[src/rtl/arm_mc_pkg.sv]
// Shared types and encodings for the ARM multicycle controller.
// State enum, ALU/mux select codes, instruction field codes and condition codes.
package arm_mc_pkg;

    typedef enum logic [3:0] {
        FETCH  = 4'd0,
        DECODE = 4'd1,
        EXECR  = 4'd2,
        EXECI  = 4'd3,
        ALUWB  = 4'd4,
        MEMADR = 4'd5,
        MEMRD  = 4'd6,
        MEMWB  = 4'd7,
        MEMWR  = 4'd8,
        BRANCH = 4'd9
    } state_t;

    localparam logic [2:0] ALU_ADD = 3'b000;
    localparam logic [2:0] ALU_SUB = 3'b001;
    localparam logic [2:0] ALU_AND = 3'b010;
    localparam logic [2:0] ALU_ORR = 3'b011;

    localparam logic [1:0] IMM_DP  = 2'b00;
    localparam logic [1:0] IMM_MEM = 2'b01;
    localparam logic [1:0] IMM_BR  = 2'b10;

    localparam logic [1:0] RES_ALUOUT = 2'b00;
    localparam logic [1:0] RES_DATA   = 2'b01;
    localparam logic [1:0] RES_ALU    = 2'b10;

    localparam logic [1:0] SRCB_WD   = 2'b00;
    localparam logic [1:0] SRCB_IMM  = 2'b01;
    localparam logic [1:0] SRCB_FOUR = 2'b10;

    localparam logic [1:0] OP_DP  = 2'b00;
    localparam logic [1:0] OP_MEM = 2'b01;
    localparam logic [1:0] OP_BR  = 2'b10;

    localparam logic [3:0] CMD_ADD = 4'b0100;
    localparam logic [3:0] CMD_SUB = 4'b0010;
    localparam logic [3:0] CMD_AND = 4'b0000;
    localparam logic [3:0] CMD_ORR = 4'b1100;
    localparam logic [3:0] CMD_CMP = 4'b1010;

    localparam logic [3:0] COND_EQ = 4'b0000;
    localparam logic [3:0] COND_NE = 4'b0001;
    localparam logic [3:0] COND_CS = 4'b0010;
    localparam logic [3:0] COND_CC = 4'b0011;
    localparam logic [3:0] COND_MI = 4'b0100;
    localparam logic [3:0] COND_PL = 4'b0101;
    localparam logic [3:0] COND_VS = 4'b0110;
    localparam logic [3:0] COND_VC = 4'b0111;
    localparam logic [3:0] COND_HI = 4'b1000;
    localparam logic [3:0] COND_LS = 4'b1001;
    localparam logic [3:0] COND_GE = 4'b1010;
    localparam logic [3:0] COND_LT = 4'b1011;
    localparam logic [3:0] COND_GT = 4'b1100;
    localparam logic [3:0] COND_LE = 4'b1101;
    localparam logic [3:0] COND_AL = 4'b1110;

endpackage

[src/rtl/arm_cond_unit.sv]
// NZCV flags register and condition evaluation for the multicycle controller.
// Ports: clk, reset (async active-low), cond, ALUFlags, FlagW {NZ,CV} -> CondEx.
module arm_cond_unit
    import arm_mc_pkg::*;
#(
    parameter logic [3:0] RESET_FLAGS = 4'b0000
) (
    input  logic       clk,
    input  logic       reset,
    input  logic [3:0] cond,
    input  logic [3:0] ALUFlags,
    input  logic [1:0] FlagW,
    output logic       CondEx
);

    logic [3:0] flags_q;
    logic [3:0] flags_d;
    logic       n;
    logic       z;
    logic       c;
    logic       v;

    assign {n, z, c, v} = flags_q;

    // cond=1111 falls to default and never executes
    always_comb begin
        CondEx = 1'b0;
        case (cond)
            COND_EQ: CondEx = z;
            COND_NE: CondEx = ~z;
            COND_CS: CondEx = c;
            COND_CC: CondEx = ~c;
            COND_MI: CondEx = n;
            COND_PL: CondEx = ~n;
            COND_VS: CondEx = v;
            COND_VC: CondEx = ~v;
            COND_HI: CondEx = c & ~z;
            COND_LS: CondEx = ~c | z;
            COND_GE: CondEx = (n == v);
            COND_LT: CondEx = (n != v);
            COND_GT: CondEx = ~z & (n == v);
            COND_LE: CondEx = z | (n != v);
            COND_AL: CondEx = 1'b1;
            default: CondEx = 1'b0;
        endcase
    end

    always_comb begin
        flags_d = flags_q;
        if (CondEx && FlagW[1]) flags_d[3:2] = ALUFlags[3:2];
        if (CondEx && FlagW[0]) flags_d[1:0] = ALUFlags[1:0];
    end

    always_ff @(posedge clk or negedge reset) begin
        if (!reset) flags_q <= RESET_FLAGS;
        else        flags_q <= flags_d;
    end

endmodule

[src/rtl/arm_multicycle_ctrl.sv]
// Multicycle ARM sequencer: FSM over FETCH..BRANCH issuing enables and mux selects.
// Ports: clk, reset (async active-low), Instr[31:12], ALUFlags -> datapath controls, State.
module arm_multicycle_ctrl
    import arm_mc_pkg::*;
#(
    parameter logic [3:0] RESET_FLAGS = 4'b0000
) (
    input  logic        clk,
    input  logic        reset,
    input  logic [19:0] Instr,
    input  logic [3:0]  ALUFlags,
    output logic        PCWrite,
    output logic        AdrSrc,
    output logic        MemWrite,
    output logic        IRWrite,
    output logic [1:0]  ResultSrc,
    output logic        ALUSrcA,
    output logic [1:0]  ALUSrcB,
    output logic [2:0]  ALUControl,
    output logic [1:0]  ImmSrc,
    output logic [1:0]  RegSrc,
    output logic        RegWrite,
    output logic [3:0]  State
);

    state_t     state_q;
    state_t     state_d;
    logic       ce_q;
    logic       ce_d;
    logic       cond_ex;
    logic [1:0] flag_w;
    logic       pc_w;
    logic       mem_w;
    logic       ir_w;
    logic       reg_w;

    logic [1:0] op;
    logic [3:0] cmd;
    logic       i_bit;
    logic       s_bit;
    logic       u_bit;
    logic       l_bit;
    logic       rd_pc;
    logic       flag_en;
    logic [2:0] dp_alu;
    logic       dp_wr;
    logic       dp_cv;
    logic       unused_rn;

    assign op        = Instr[15:14];
    assign i_bit     = Instr[13];
    assign cmd       = Instr[12:9];
    assign u_bit     = Instr[11];
    assign s_bit     = Instr[8];
    assign l_bit     = Instr[8];
    assign rd_pc     = (Instr[3:0] == 4'hF);
    assign unused_rn = ^Instr[7:4];
    assign flag_en   = s_bit | (cmd == CMD_CMP);

    arm_cond_unit #(
        .RESET_FLAGS(RESET_FLAGS)
    ) u_cond (
        .clk     (clk),
        .reset   (reset),
        .cond    (Instr[19:16]),
        .ALUFlags(ALUFlags),
        .FlagW   (flag_w),
        .CondEx  (cond_ex)
    );

    always_comb begin
        dp_alu = ALU_ADD;
        dp_wr  = 1'b0;
        dp_cv  = 1'b1;
        case (cmd)
            CMD_ADD: dp_wr = 1'b1;
            CMD_SUB: begin dp_alu = ALU_SUB; dp_wr = 1'b1; end
            CMD_AND: begin dp_alu = ALU_AND; dp_wr = 1'b1; dp_cv = 1'b0; end
            CMD_ORR: begin dp_alu = ALU_ORR; dp_wr = 1'b1; dp_cv = 1'b0; end
            CMD_CMP: dp_alu = ALU_SUB;
            default: dp_alu = ALU_ADD;
        endcase
    end

    always_comb begin
        ImmSrc = IMM_DP;
        case (op)
            OP_MEM:  ImmSrc = IMM_MEM;
            OP_BR:   ImmSrc = IMM_BR;
            default: ImmSrc = IMM_DP;
        endcase
    end

    assign RegSrc = {(op == OP_MEM) & ~l_bit, (op == OP_BR)};

    // Condition is sampled in DECODE, before this instruction can touch the
    // flags, so the write-back states see pre-instruction flags.
    assign ce_d = (state_q == DECODE) ? cond_ex : ce_q;

    always_comb begin
        state_d    = state_q;
        pc_w       = 1'b0;
        mem_w      = 1'b0;
        ir_w       = 1'b0;
        reg_w      = 1'b0;
        AdrSrc     = 1'b0;
        ResultSrc  = RES_ALUOUT;
        ALUSrcA    = 1'b0;
        ALUSrcB    = SRCB_WD;
        ALUControl = ALU_ADD;
        flag_w     = 2'b00;
        case (state_q)
            FETCH: begin
                ir_w      = 1'b1;
                pc_w      = 1'b1;
                ALUSrcA   = 1'b1;
                ALUSrcB   = SRCB_FOUR;
                ResultSrc = RES_ALU;
                state_d   = DECODE;
            end
            DECODE: begin
                ALUSrcA = 1'b1;
                ALUSrcB = SRCB_FOUR;
                case (op)
                    OP_DP:   state_d = i_bit ? EXECI : EXECR;
                    OP_MEM:  state_d = MEMADR;
                    OP_BR:   state_d = BRANCH;
                    default: state_d = FETCH;
                endcase
            end
            EXECR: begin
                ALUControl = dp_alu;
                flag_w     = {flag_en, flag_en & dp_cv};
                state_d    = ALUWB;
            end
            EXECI: begin
                ALUSrcB    = SRCB_IMM;
                ALUControl = dp_alu;
                flag_w     = {flag_en, flag_en & dp_cv};
                state_d    = ALUWB;
            end
            ALUWB: begin
                reg_w   = ce_q & ~rd_pc & dp_wr;
                pc_w    = ce_q & rd_pc;
                state_d = FETCH;
            end
            MEMADR: begin
                ALUSrcB    = SRCB_IMM;
                ALUControl = u_bit ? ALU_ADD : ALU_SUB;
                state_d    = l_bit ? MEMRD : MEMWR;
            end
            MEMRD: begin
                AdrSrc  = 1'b1;
                state_d = MEMWB;
            end
            MEMWB: begin
                ResultSrc = RES_DATA;
                reg_w     = ce_q & ~rd_pc;
                pc_w      = ce_q & rd_pc;
                state_d   = FETCH;
            end
            MEMWR: begin
                AdrSrc  = 1'b1;
                mem_w   = ce_q;
                state_d = FETCH;
            end
            BRANCH: begin
                ALUSrcA   = 1'b1;
                ALUSrcB   = SRCB_IMM;
                ResultSrc = RES_ALU;
                pc_w      = ce_q;
                state_d   = FETCH;
            end
            default: state_d = FETCH;
        endcase
    end

    // Enables are forced low combinationally while reset is held.
    assign PCWrite  = pc_w & reset;
    assign MemWrite = mem_w & reset;
    assign IRWrite  = ir_w & reset;
    assign RegWrite = reg_w & reset;
    assign State    = state_q;

    always_ff @(posedge clk or negedge reset) begin
        if (!reset) begin
            state_q <= FETCH;
            ce_q    <= 1'b0;
        end else begin
            state_q <= state_d;
            ce_q    <= ce_d;
        end
    end

endmodule
[config.mk]
export PLATFORM = sky130hd
export DESIGN_NAME = arm_multicycle_ctrl
export DESIGN_NICKNAME = d
export VERILOG_FILES = /design/src/rtl/arm_mc_pkg.sv /design/src/rtl/arm_cond_unit.sv /design/src/rtl/arm_multicycle_ctrl.sv
export SDC_FILE = /design/constraint.sdc
export NUM_CORES = 1
export LEC_CHECK = 0
export BUFFER_PORTS_ARGS = -buffer_cell sky130_fd_sc_hd__buf_2
export CORE_MARGIN = 4
export CORE_UTILIZATION = 47
export CTS_CLUSTER_SIZE = 8
export DETAILED_ROUTE_END_ITERATION = 12
export GPL_ROUTABILITY_DRIVEN = 0
export PLACE_DENSITY = 0.8
export SLEW_MARGIN = 40
export SYNTH_ARGS = -nofsm -noshare
export SYNTH_HDL_FRONTEND = slang
export SYNTH_HIERARCHICAL = 1
export SYNTH_SLANG_ARGS = --single-unit
[constraint.sdc]
create_clock -name clk -period 2.4 [get_ports clk]
set_input_delay 0.24 -clock clk [delete_from_list [all_inputs] [get_ports clk]]
set_output_delay 0.24 -clock clk [all_outputs]
set_load 0.02 [all_outputs]
==> impl_metrics.json <==
{
  "portBuffers": 41,
  "first_pass_iters": 4,
  "fp-row-count": 17,
  "antenna_left": 0,
  "worst_pin_slew_ps": 595,
  "place_ws_ps": 454,
  "cts_sinks": 9,
  "grt_pass1_wl_microns": 4260,
  "grt_max_degree": 17,
  "hold_slack_ps": 202,
  "hold_viol_final": 0,
  "antenna_found_initial": 0,
  "die_area_sq_um": 3110,
  "async_flop_share_pct": 100,
  "area_delta_synth_final_pct": 19.7,
  "grt_overflow": 0,
  "yosys_warnings": 6,
  "routed_wl_microns": 2370,
  "fin_crit_ps": 2050,
  "cts.path.max_buffers": 2,
  "cts_tree": "done",
  "finalSetupViolCount": 0,
  "fin_crit_sh_pct": 85.4,
  "initial_core_util_pct": 48.9,
  "power_per_cell_area_nw_per_um2": 968,
  "viasPerCell": 5.52,
  "path_class": "reg2out",
  "drtIter0Drc": 25,
  "total_power_mw": 1.24,
  "startpoint_type": "register",
  "io_pins": 47,
  "wl_per_cell_microns": 12.7,
  "end_kind": "output port",
  "nets": 192,
  "die_h_microns": 55.8,
  "maxCapViolCount": 0,
  "hpwlAfterDp_microns": 1990,
  "reg2reg_from": "u_cond/flags_q[3]",
  "fin_ws_ps": 350,
  "drive_above_1_share_pct": 40.9,
  "rr_worst_depth": 6,
  "vias": 1033,
  "h-tree-depth": 1,
  "antennaDiodeCount": 0,
  "fin_util_pct": 58.6,
  "clk_pin_slew_ps": 60,
  "worstSkewPairLatency_ps": 250,
  "core_area_sq_um": 2190,
  "dpl-instance-area_sq_um": 1250,
  "avgSynthCellArea_sq_um": 8.94,
  "worstHoldPathCells": 2,
  "synth_fp_nets": 152,
  "synth_ff_type": "dfrtp_1",
  "cp-startpoint": "State[2]",
  "final.setup.tns_ps": 0,
  "rsz0062_at_grt": "false",
  "total_leakage_power_nw": 0.636,
  "netlist_area_sq_um": 1070,
  "min_path_type": "in2reg",
  "slew_viol_final": 0,
  "worstHoldStart": "ALUFlags[3]",
  "stdcell_count": 187,
  "critPathRequiredTime_ps": 2160,
  "synth_edf_count": 0,
  "path_max_fanout": 13,
  "ys_ff_latch": 9,
  "outcome": "finished clean",
  "syn_inst": 120,
  "synthDistinctLibCells": 52,
  "relSlewSlack_pct": 60.4,
  "drcViolationCount": 0,
  "irDropWorstVdd_v": 0.000503,
  "dieWidth_microns": 55.8,
  "final_area_sq_um": 1280,
  "post_cts_buffers": 0,
  "grt_pass1_vias": 1035,
  "dpl.cell_count": 182,
  "cts_buffers": 3,
  "cts_root_buf": "clkbuf_4",
  "yosysSeqAreaShare_pct": 21.0,
  "finalClockSkew_ps": 1.26,
  "clock.fmax_mhz": 488,
  "crit_arrival_ps": 1810,
  "grt_use_total_pct": 16.4
}
logic make-up after synthesis:
| group | Yosys count | synth area share [%] |
|---|---|---|
| DFF | 9 | 21.0 |
| AOI/OAI and AO/OA | 32 | 23.8 |
| muxes | 7 | 7.47 |
| and+or+nand+nor | 46 | 28.2 |
| adders and majority gates | 6 | 7.00 |
| other | 1 | 0.350 |
| xor gates and xnor gates | 4 | 3.27 |
| buffers and inverters | 15 | 8.87 |
critical path, stage by stage (launching register included):
cell      delay [ps]
dfrtp_1          640
nor2b_2          340
a21boi_1         180
a31oi_1          100
nor3_2           110
buf_2            180
area by class of cell:
| class | count | area (sq um) |
|---|---|---|
| sequential | 9 | 225 |
| timing repair buffer | 42 | 215 |
| tap | 28 | 35.0 |
| inverter | 8 | 30.0 |
| clock buffer | 4 | 26.3 |
| multi-input combinational | 96 | 752 |
| fill | 204 | 907 |
placed cells by master (no fill, tap or decap), types with 3 or more instances in the layout:
cell	instances
buf_2	41
nand2_1	10
mux2_1	4
clkbuf_4	3
dfrtp_1	9
nor2_1	9
a21oi_1	9
inv_1	8
nor3_1	3
o21ai_0	5
ha_1	6
where the power goes:
part           switching (mW)  internal [mW]  total (mW)
combinational           0.419          0.344       0.763
clock                  0.0463         0.0636       0.110
sequential              0.154          0.216       0.370
total                   0.619          0.623        1.24
synthesized netlist by cell type, types with 3 or more instances:
| cell type | n | area [sq um] |
|---|---|---|
| dfrtp_1 | 9 | 225 |
| nor2_1 | 9 | 33.8 |
| mux2_1 | 4 | 45.0 |
| o21ai_0 | 5 | 25.0 |
| inv_1 | 8 | 30.0 |
| a21oi_1 | 9 | 45.0 |
| nor3_1 | 3 | 15.0 |
| buf_6 | 4 | 45.0 |
| nand2_1 | 10 | 37.5 |
| ha_1 | 6 | 75.1 |
routing by layer:
layer	GRT usage (%)	part of all wire, %
met5	0	0
met3	2.55	4.4
met4	9.38	1.9
met1	17.4	40
met2	30.4	53
flip-flops by register name, summed over array words and instances (netlist names):
name            count
State               4
ce_q                1
u_cond/flags_q      4
worst paths after layout:
path,to,slack [ps]
min in group asynchronous,ce_q,390
worst max register to register,ce_q,450
worst min-delay path,u_cond/flags_q[3],200
max in group asynchronous,u_cond/flags_q[2],1810
worst max-delay path,RegWrite,350
worst min register to register,u_cond/flags_q[2],560
timing repair:
item,4_1_cts,5_1_grt
endpoints found under the hold margin,9,0
hold buffers,1,0
resized for setup,0,0
Note: power is estimated with default switching activity, not from simulation.
